===== src/rtl/vga_sprite_writer.sv =====
// Uploads the shadow sprite bitmaps and positions into the display register file,
// one 3-cycle register write at a time, once per synchronized IRQ_Vsync rising edge.
module vga_sprite_writer #(
  parameter int SYNC_STAGES = 2
) (
  input  logic        clk_50_mhz,
  input  logic        rst,
  input  logic        IRQ_Vsync,
  input  logic [9:0]  ship_x,
  input  logic [9:0]  ship_y,
  input  logic [9:0]  planet_x,
  input  logic [9:0]  planet_y,
  input  logic        pos_valid,
  input  logic        bmp_we,
  input  logic        bmp_sel,
  input  logic [3:0]  bmp_row,
  input  logic [15:0] bmp_data,
  output logic        wren,
  output logic [5:0]  addr,
  output logic [15:0] ldr,
  output logic        busy,
  output logic        frame_done
);

  typedef enum logic [2:0] {
    S_IDLE,
    S_SETUP,
    S_STROBE,
    S_HOLD,
    S_DONE
  } state_t;

  localparam logic [5:0] IDX_SHIP0     = 6'd0;
  localparam logic [5:0] IDX_SHIP_LAST = 6'd15;
  localparam logic [5:0] IDX_PLANET0   = 6'd16;
  localparam logic [5:0] IDX_POS0      = 6'd32;
  localparam logic [5:0] IDX_LAST      = 6'd35;

  state_t                 r_state;
  state_t                 w_state_nxt;
  logic [SYNC_STAGES-1:0] r_sync;
  logic                   r_sync_q;
  logic                   r_rise;
  logic [15:0]            r_ship   [16];
  logic [15:0]            r_planet [16];
  logic [9:0]             r_pend   [4];
  logic [9:0]             r_snap   [4];
  logic [9:0]             w_pos_in [4];
  logic [9:0]             w_pend_nxt [4];
  logic [9:0]             w_snap_nxt [4];
  logic                   r_dirty_ship;
  logic                   r_dirty_planet;
  logic [5:0]             r_idx;
  logic [5:0]             w_idx_nxt;
  logic [15:0]            r_ldr;
  logic [15:0]            w_ldr_nxt;
  logic                   w_load;
  logic                   w_start;

  always_ff @(posedge clk_50_mhz) begin
    if (rst) r_state <= S_IDLE;
    else     r_state <= w_state_nxt;
  end

  always_comb begin
    // NOTE: defaults first so every path assigns every signal; otherwise a latch is inferred.
    w_state_nxt = r_state;
    w_idx_nxt   = r_idx;
    w_load      = 1'b0;
    w_start     = 1'b0;
    case (r_state)
      S_IDLE: begin
        if (r_rise) begin
          w_state_nxt = S_SETUP;
          w_load      = 1'b1;
          w_start     = 1'b1;
          w_idx_nxt   = r_dirty_ship ? IDX_SHIP0 : (r_dirty_planet ? IDX_PLANET0 : IDX_POS0);
        end
      end
      S_SETUP:  w_state_nxt = S_STROBE;
      S_STROBE: w_state_nxt = S_HOLD;
      S_HOLD: begin
        if (r_idx == IDX_LAST) begin
          w_state_nxt = S_DONE;
        end else begin
          w_state_nxt = S_SETUP;
          w_load      = 1'b1;
          if (r_idx == IDX_SHIP_LAST) w_idx_nxt = r_dirty_planet ? IDX_PLANET0 : IDX_POS0;
          else                        w_idx_nxt = r_idx + 6'd1;
        end
      end
      S_DONE:  w_state_nxt = S_IDLE;
      default: w_state_nxt = S_IDLE;
    endcase
  end

  // A pos_valid in the same cycle as the snapshot feeds the snapshot directly.
  always_comb begin
    w_pos_in[0] = ship_x;
    w_pos_in[1] = ship_y;
    w_pos_in[2] = planet_x;
    w_pos_in[3] = planet_y;
    for (int i = 0; i < 4; i++) begin
      w_pend_nxt[i] = pos_valid ? w_pos_in[i] : r_pend[i];
      w_snap_nxt[i] = w_start ? w_pend_nxt[i] : r_snap[i];
    end
  end

  always_comb begin
    if (w_idx_nxt[5])      w_ldr_nxt = {6'b0, w_snap_nxt[w_idx_nxt[1:0]]};
    else if (w_idx_nxt[4]) w_ldr_nxt = r_planet[w_idx_nxt[3:0]];
    else                   w_ldr_nxt = r_ship[w_idx_nxt[3:0]];
  end

  always_ff @(posedge clk_50_mhz) begin
    if (rst) begin
      // NOTE: the shadow rows are cleared by reset, which keeps them in flops rather than a RAM macro.
      for (int i = 0; i < 16; i++) begin
        r_ship[i]   <= '0;
        r_planet[i] <= '0;
      end
      for (int i = 0; i < 4; i++) begin
        r_pend[i] <= '0;
        r_snap[i] <= '0;
      end
      r_sync         <= '0;
      r_sync_q       <= 1'b0;
      r_rise         <= 1'b0;
      r_idx          <= '0;
      r_ldr          <= '0;
      r_dirty_ship   <= 1'b1;
      r_dirty_planet <= 1'b1;
    end else begin
      // NOTE: non-blocking everywhere, so the later bmp_we assignment overrides the dirty clear.
      r_sync[0] <= IRQ_Vsync;
      for (int i = 1; i < SYNC_STAGES; i++) r_sync[i] <= r_sync[i-1];
      r_sync_q <= r_sync[SYNC_STAGES-1];
      r_rise   <= r_sync[SYNC_STAGES-1] & ~r_sync_q;

      for (int i = 0; i < 4; i++) begin
        r_pend[i] <= w_pend_nxt[i];
        r_snap[i] <= w_snap_nxt[i];
      end

      if (w_load) begin
        r_idx <= w_idx_nxt;
        r_ldr <= w_ldr_nxt;
        if (w_idx_nxt == IDX_SHIP0)   r_dirty_ship   <= 1'b0;
        if (w_idx_nxt == IDX_PLANET0) r_dirty_planet <= 1'b0;
      end

      if (bmp_we) begin
        if (bmp_sel) begin
          r_planet[bmp_row] <= bmp_data;
          r_dirty_planet    <= 1'b1;
        end else begin
          r_ship[bmp_row] <= bmp_data;
          r_dirty_ship    <= 1'b1;
        end
      end
    end
  end

  assign wren       = (r_state == S_STROBE);
  assign busy       = (r_state != S_IDLE);
  assign frame_done = (r_state == S_DONE);
  assign addr       = r_idx;
  assign ldr        = r_ldr;

endmodule


===== config.mk =====
export PLATFORM = sky130hd
export DESIGN_NAME = vga_sprite_writer
export DESIGN_NICKNAME = d
export VERILOG_FILES = /design/src/rtl/vga_sprite_writer.sv
export SDC_FILE = /design/constraint.sdc
export NUM_CORES = 1
export LEC_CHECK = 0
export CAP_MARGIN = 40
export CORE_ASPECT_RATIO = 0.75
export CORE_MARGIN = 4
export CORE_UTILIZATION = 29
export DETAILED_ROUTE_END_ITERATION = 6
export GPL_TIMING_DRIVEN = 0
export PLACE_DENSITY = 0.48
export SYNTH_ARGS = -nofsm -noshare
export SYNTH_HDL_FRONTEND = slang
export SYNTH_SLANG_ARGS = --single-unit
export TNS_END_PERCENT = 5

===== constraint.sdc =====
create_clock -name clk_50_mhz -period 3 [get_ports clk_50_mhz]
set_input_delay 0.45 -clock clk_50_mhz [delete_from_list [all_inputs] [get_ports clk_50_mhz]]
set_output_delay 0.45 -clock clk_50_mhz [all_outputs]
set_load 0.02 [all_outputs]

==> flow_summary.json <==
{
  "synth_top_area_share_pct": 53.66,
  "period_minus_slack_ns": 3.105,
  "rsz0062_at_grt": "yes",
  "violations": "negative setup slack",
  "clock-root-buffer": "clkbuf_16",
  "hpwl_mm": 81.03,
  "htreeDepth": 3,
  "total_power_w": 0.02036,
  "crit_chain": "buf_6 > or4b_4 > buf_8 > nand2_4 > mux2i_4 > buf_12 > buf_12 > buf_12 > buf_12 > nand3_1 > a21oi_1 > a311oi_2 > nand4_1 > a311oi_1",
  "cts_tree": "yes",
  "dr.pass1.iters": 5,
  "synth-seq-cells": 623,
  "clkLatencyLatePin_ns": 0.63,
  "rows": 99,
  "via_count": 21500,
  "clkTransAtPathRegs_ns": 0.06,
  "critPathMaxStageDelay_ns": 0.58,
  "synthTopCellsByArea": "edfxtp_1 54%, and2_1 11%, dfxtp_1 7.8%",
  "fin_area_um2": 35320,
  "synthArstFlopShare_pct": 0,
  "die-height_um": 280.2,
  "wl_per_cell_um": 26.52,
  "setup_tns_ns": -0.5461,
  "area_growth_pct": 23.28,
  "cp_max_fo": 10,
  "ctsHoldBuffers": 0,
  "syn-cell-area_um2": 28650,
  "max-vdd-ir-drop_mv": 0.4122,
  "fin_worst_skew_ns": 0.03169,
  "cp-end-kind": "register",
  "cp_slowest_cell": "or4b_4",
  "leakagePower_nw": 12.69,
  "relSlewSlack_pct": 33.71,
  "gp_congestion": 0.9003,
  "status": "finished with violations",
  "antenna_found_initial": 4,
  "hold_violations": 0,
  "yosysWarnings": 0,
  "drive_above_1_share_pct": 15.63,
  "start_util_pct": 29.35,
  "antenna_left": 0,
  "dp_slack_ns": -1.403,
  "via_per_inst": 5.231,
  "synth_area_per_cell_um2": 11.39,
  "post-route-period-util_pct": 103.5,
  "setup_viol": 7,
  "drt-initial-drc-count": 2591,
  "die_area_um2": 103900,
  "synth_nets": 2582,
  "io_pins": 91,
  "postPlaceCellArea_um2": 31260,
  "clock_path_buffers": 3,
  "wl_mm": 109.0,
  "dp_cells": 3923,
  "instances_no_fill": 4111,
  "cts_made_buffers": 66,
  "grt_overflow": 0,
  "hp-class": "reg2reg",
  "p_per_area_nw_per_um2": 576.6,
  "seq_area_frac_synth_pct": 61.42,
  "yosys.area.top_type": "edfxtp_1",
  "portBuffers": 89,
  "cp-start-kind": "register",
  "grt_start_max_net_pins": 17,
  "cpMostUsedCell": "buf_12",
  "final_net_count": 2814,
  "finalMaxSlewViolations": 0,
  "synth_cell_type_count": 68,
  "design.core.area_um2": 97610,
  "remaining_drc_errors": 0,
  "arrival_ns": 3.63,
  "grt_pass1_vias": 20730,
  "synth_common_cells": "512 x and2_1, 512 x edfxtp_1, 417 x nand2_1, 148 x nor2_1, 146 x nand3_1",
  "syn_inst": 2515,
  "timing.max_cap.violations": 0,
  "grt_first_pass_wirelength_mm": 152.1,
  "cts.sinks": 623,
  "worstSetupPathType": "reg2reg",
  "die_w_um": 370.9,
  "fin_ws_ns": -0.1054,
  "clock.fmax_mhz": 322.0,
  "synth_edf_count": 512,
  "grtUsageTotal_pct": 20.49,
  "cp.required_ns": 3.52,
  "tightestPinTransition_ns": 0.9943,
  "synthFlopType": "edfxtp_1"
}
-- layout by cell type (no fill, tap or decap), types with 8 or more instances in the layout --
master	netlist	routed
and2_1	512	512
edfxtp_1	512	512
nand2_1	417	414
nand3_1	146	139
nor2_1	148	137
clkbuf_1	124	124
dfxtp_1	111	105
clkdlybuf4s50_1	0	89
mux2i_1	76	74
clkbuf_16	0	71
buf_4	16	66
a211oi_1	45	43
buf_6	16	39
buf_12	3	37
or2_2	34	34
and3_1	30	29
a311oi_2	0	27
a21oi_1	31	22
a221oi_1	26	19
a311oi_1	47	19
mux4_2	16	16
o21ai_0	21	14
buf_8	0	12
a311o_1	12	12
nand4_1	12	12
a31oi_1	16	12
a21oi_2	5	12
a32oi_1	19	12
clkinv_1	0	9
nor2_4	1	8
clkinv_2	0	8
-- worst paths after layout --
kind	slack [ns]	endpoint	cells after the start	start
setup / recovery	-0.11	ldr[3]$_SDFFE_PP0P_	14	r_state[0]$_SDFFE_PP0P_
setup reg to reg	-0.11	ldr[3]$_SDFFE_PP0P_	14	r_state[0]$_SDFFE_PP0P_
hold reg to reg	0.39	r_rise$_SDFF_PP0_	1	r_sync_q$_SDFF_PP0_
hold / removal	0.39	r_rise$_SDFF_PP0_	1	r_sync_q$_SDFF_PP0_
-- final cells by class --
type,count,area (um^2)
plain buffers,206,1669
well taps,1313,1643
flip-flops and latches,623,17610
inverters,2,7.507
multi-input cells,1684,10670
clock inverters,28,271.5
diodes,2,5.005
clock buffers,89,1822
fillers,9706,62290
repair buffers,164,1625
-- worst max-delay path: cells and delay by family, from the launching register on --
kind                   cells  cell delay, ns
AOI/OAI and AO/OA          3            0.76
buffers and inverters      6            0.89
DFF                        1            0.32
muxes                      1            0.07
and+or+nand+nor            4            0.94
-- per-layer routing --
| layer | up-vias | part of all wire, % | track usage (%) | wire length, um |
|---|---|---|---|---|
| met5 | - | 0.011 | 0 | 12 |
| met4 | 2 | 2.4 | 5.228 | 2615 |
| met3 | 150 | 9.7 | 4.468 | 10550 |
| met2 | 1085 | 41 | 29.24 | 44910 |
| met1 | 10900 | 47 | 31.27 | 50930 |
| li1 | 9363 | - | - | - |
-- state kept, by name, indices dropped and copies added, names as in the netlist --
| signal | count |
|---|---|
| r_planet | 256 |
| r_ship | 256 |
| r_pend | 40 |
| r_snap | 40 |
| ldr | 16 |
| addr | 6 |
| r_state | 3 |
| r_sync | 2 |
| r_dirty_planet | 1 |
| r_dirty_ship | 1 |
| r_rise | 1 |
| r_sync_q | 1 |
-- per-stage QoR --
stage                     hold WS [ns]  util [%]
after floorplan                 0.3674         -
after global routing            0.4240     36.18
final                           0.3945     36.19
after detailed placement        0.3843     32.03
after global placement          0.3770     31.95
after CTS                       0.3966     35.36
-- kinds of logic (layout without fill, tap and decap cells) --
group,count (synthesis),count (layout),synth area share (%)
buffers and inverters,208,489,3.690
DFF,623,623,61.42
adders and majority gates,1,1,0.04366
other,0,2,0
AOI/OAI and AO/OA,239,239,6.367
xor gates and xnor gates,2,2,0.06115
muxes,99,99,4.406
and+or+nand+nor,1343,1343,24.01
-- report_power, final --
group | internal [W] | total, W | switching (W)
Sequential | 0.00981 | 0.00999 | 0.000182
Clock | 0.00464 | 0.00826 | 0.00362
Combinational | 0.000757 | 0.00211 | 0.00135
Total | 0.0152 | 0.0204 | 0.00516
-- repair_timing --
action                                  CTS  global route
pin swaps                                21            52
cloned                                    0             1
resized for setup                       230           119
setup buffers                            22            47
endpoints found under the setup margin   21           171
Note: power is estimated with default switching activity, not from simulation.
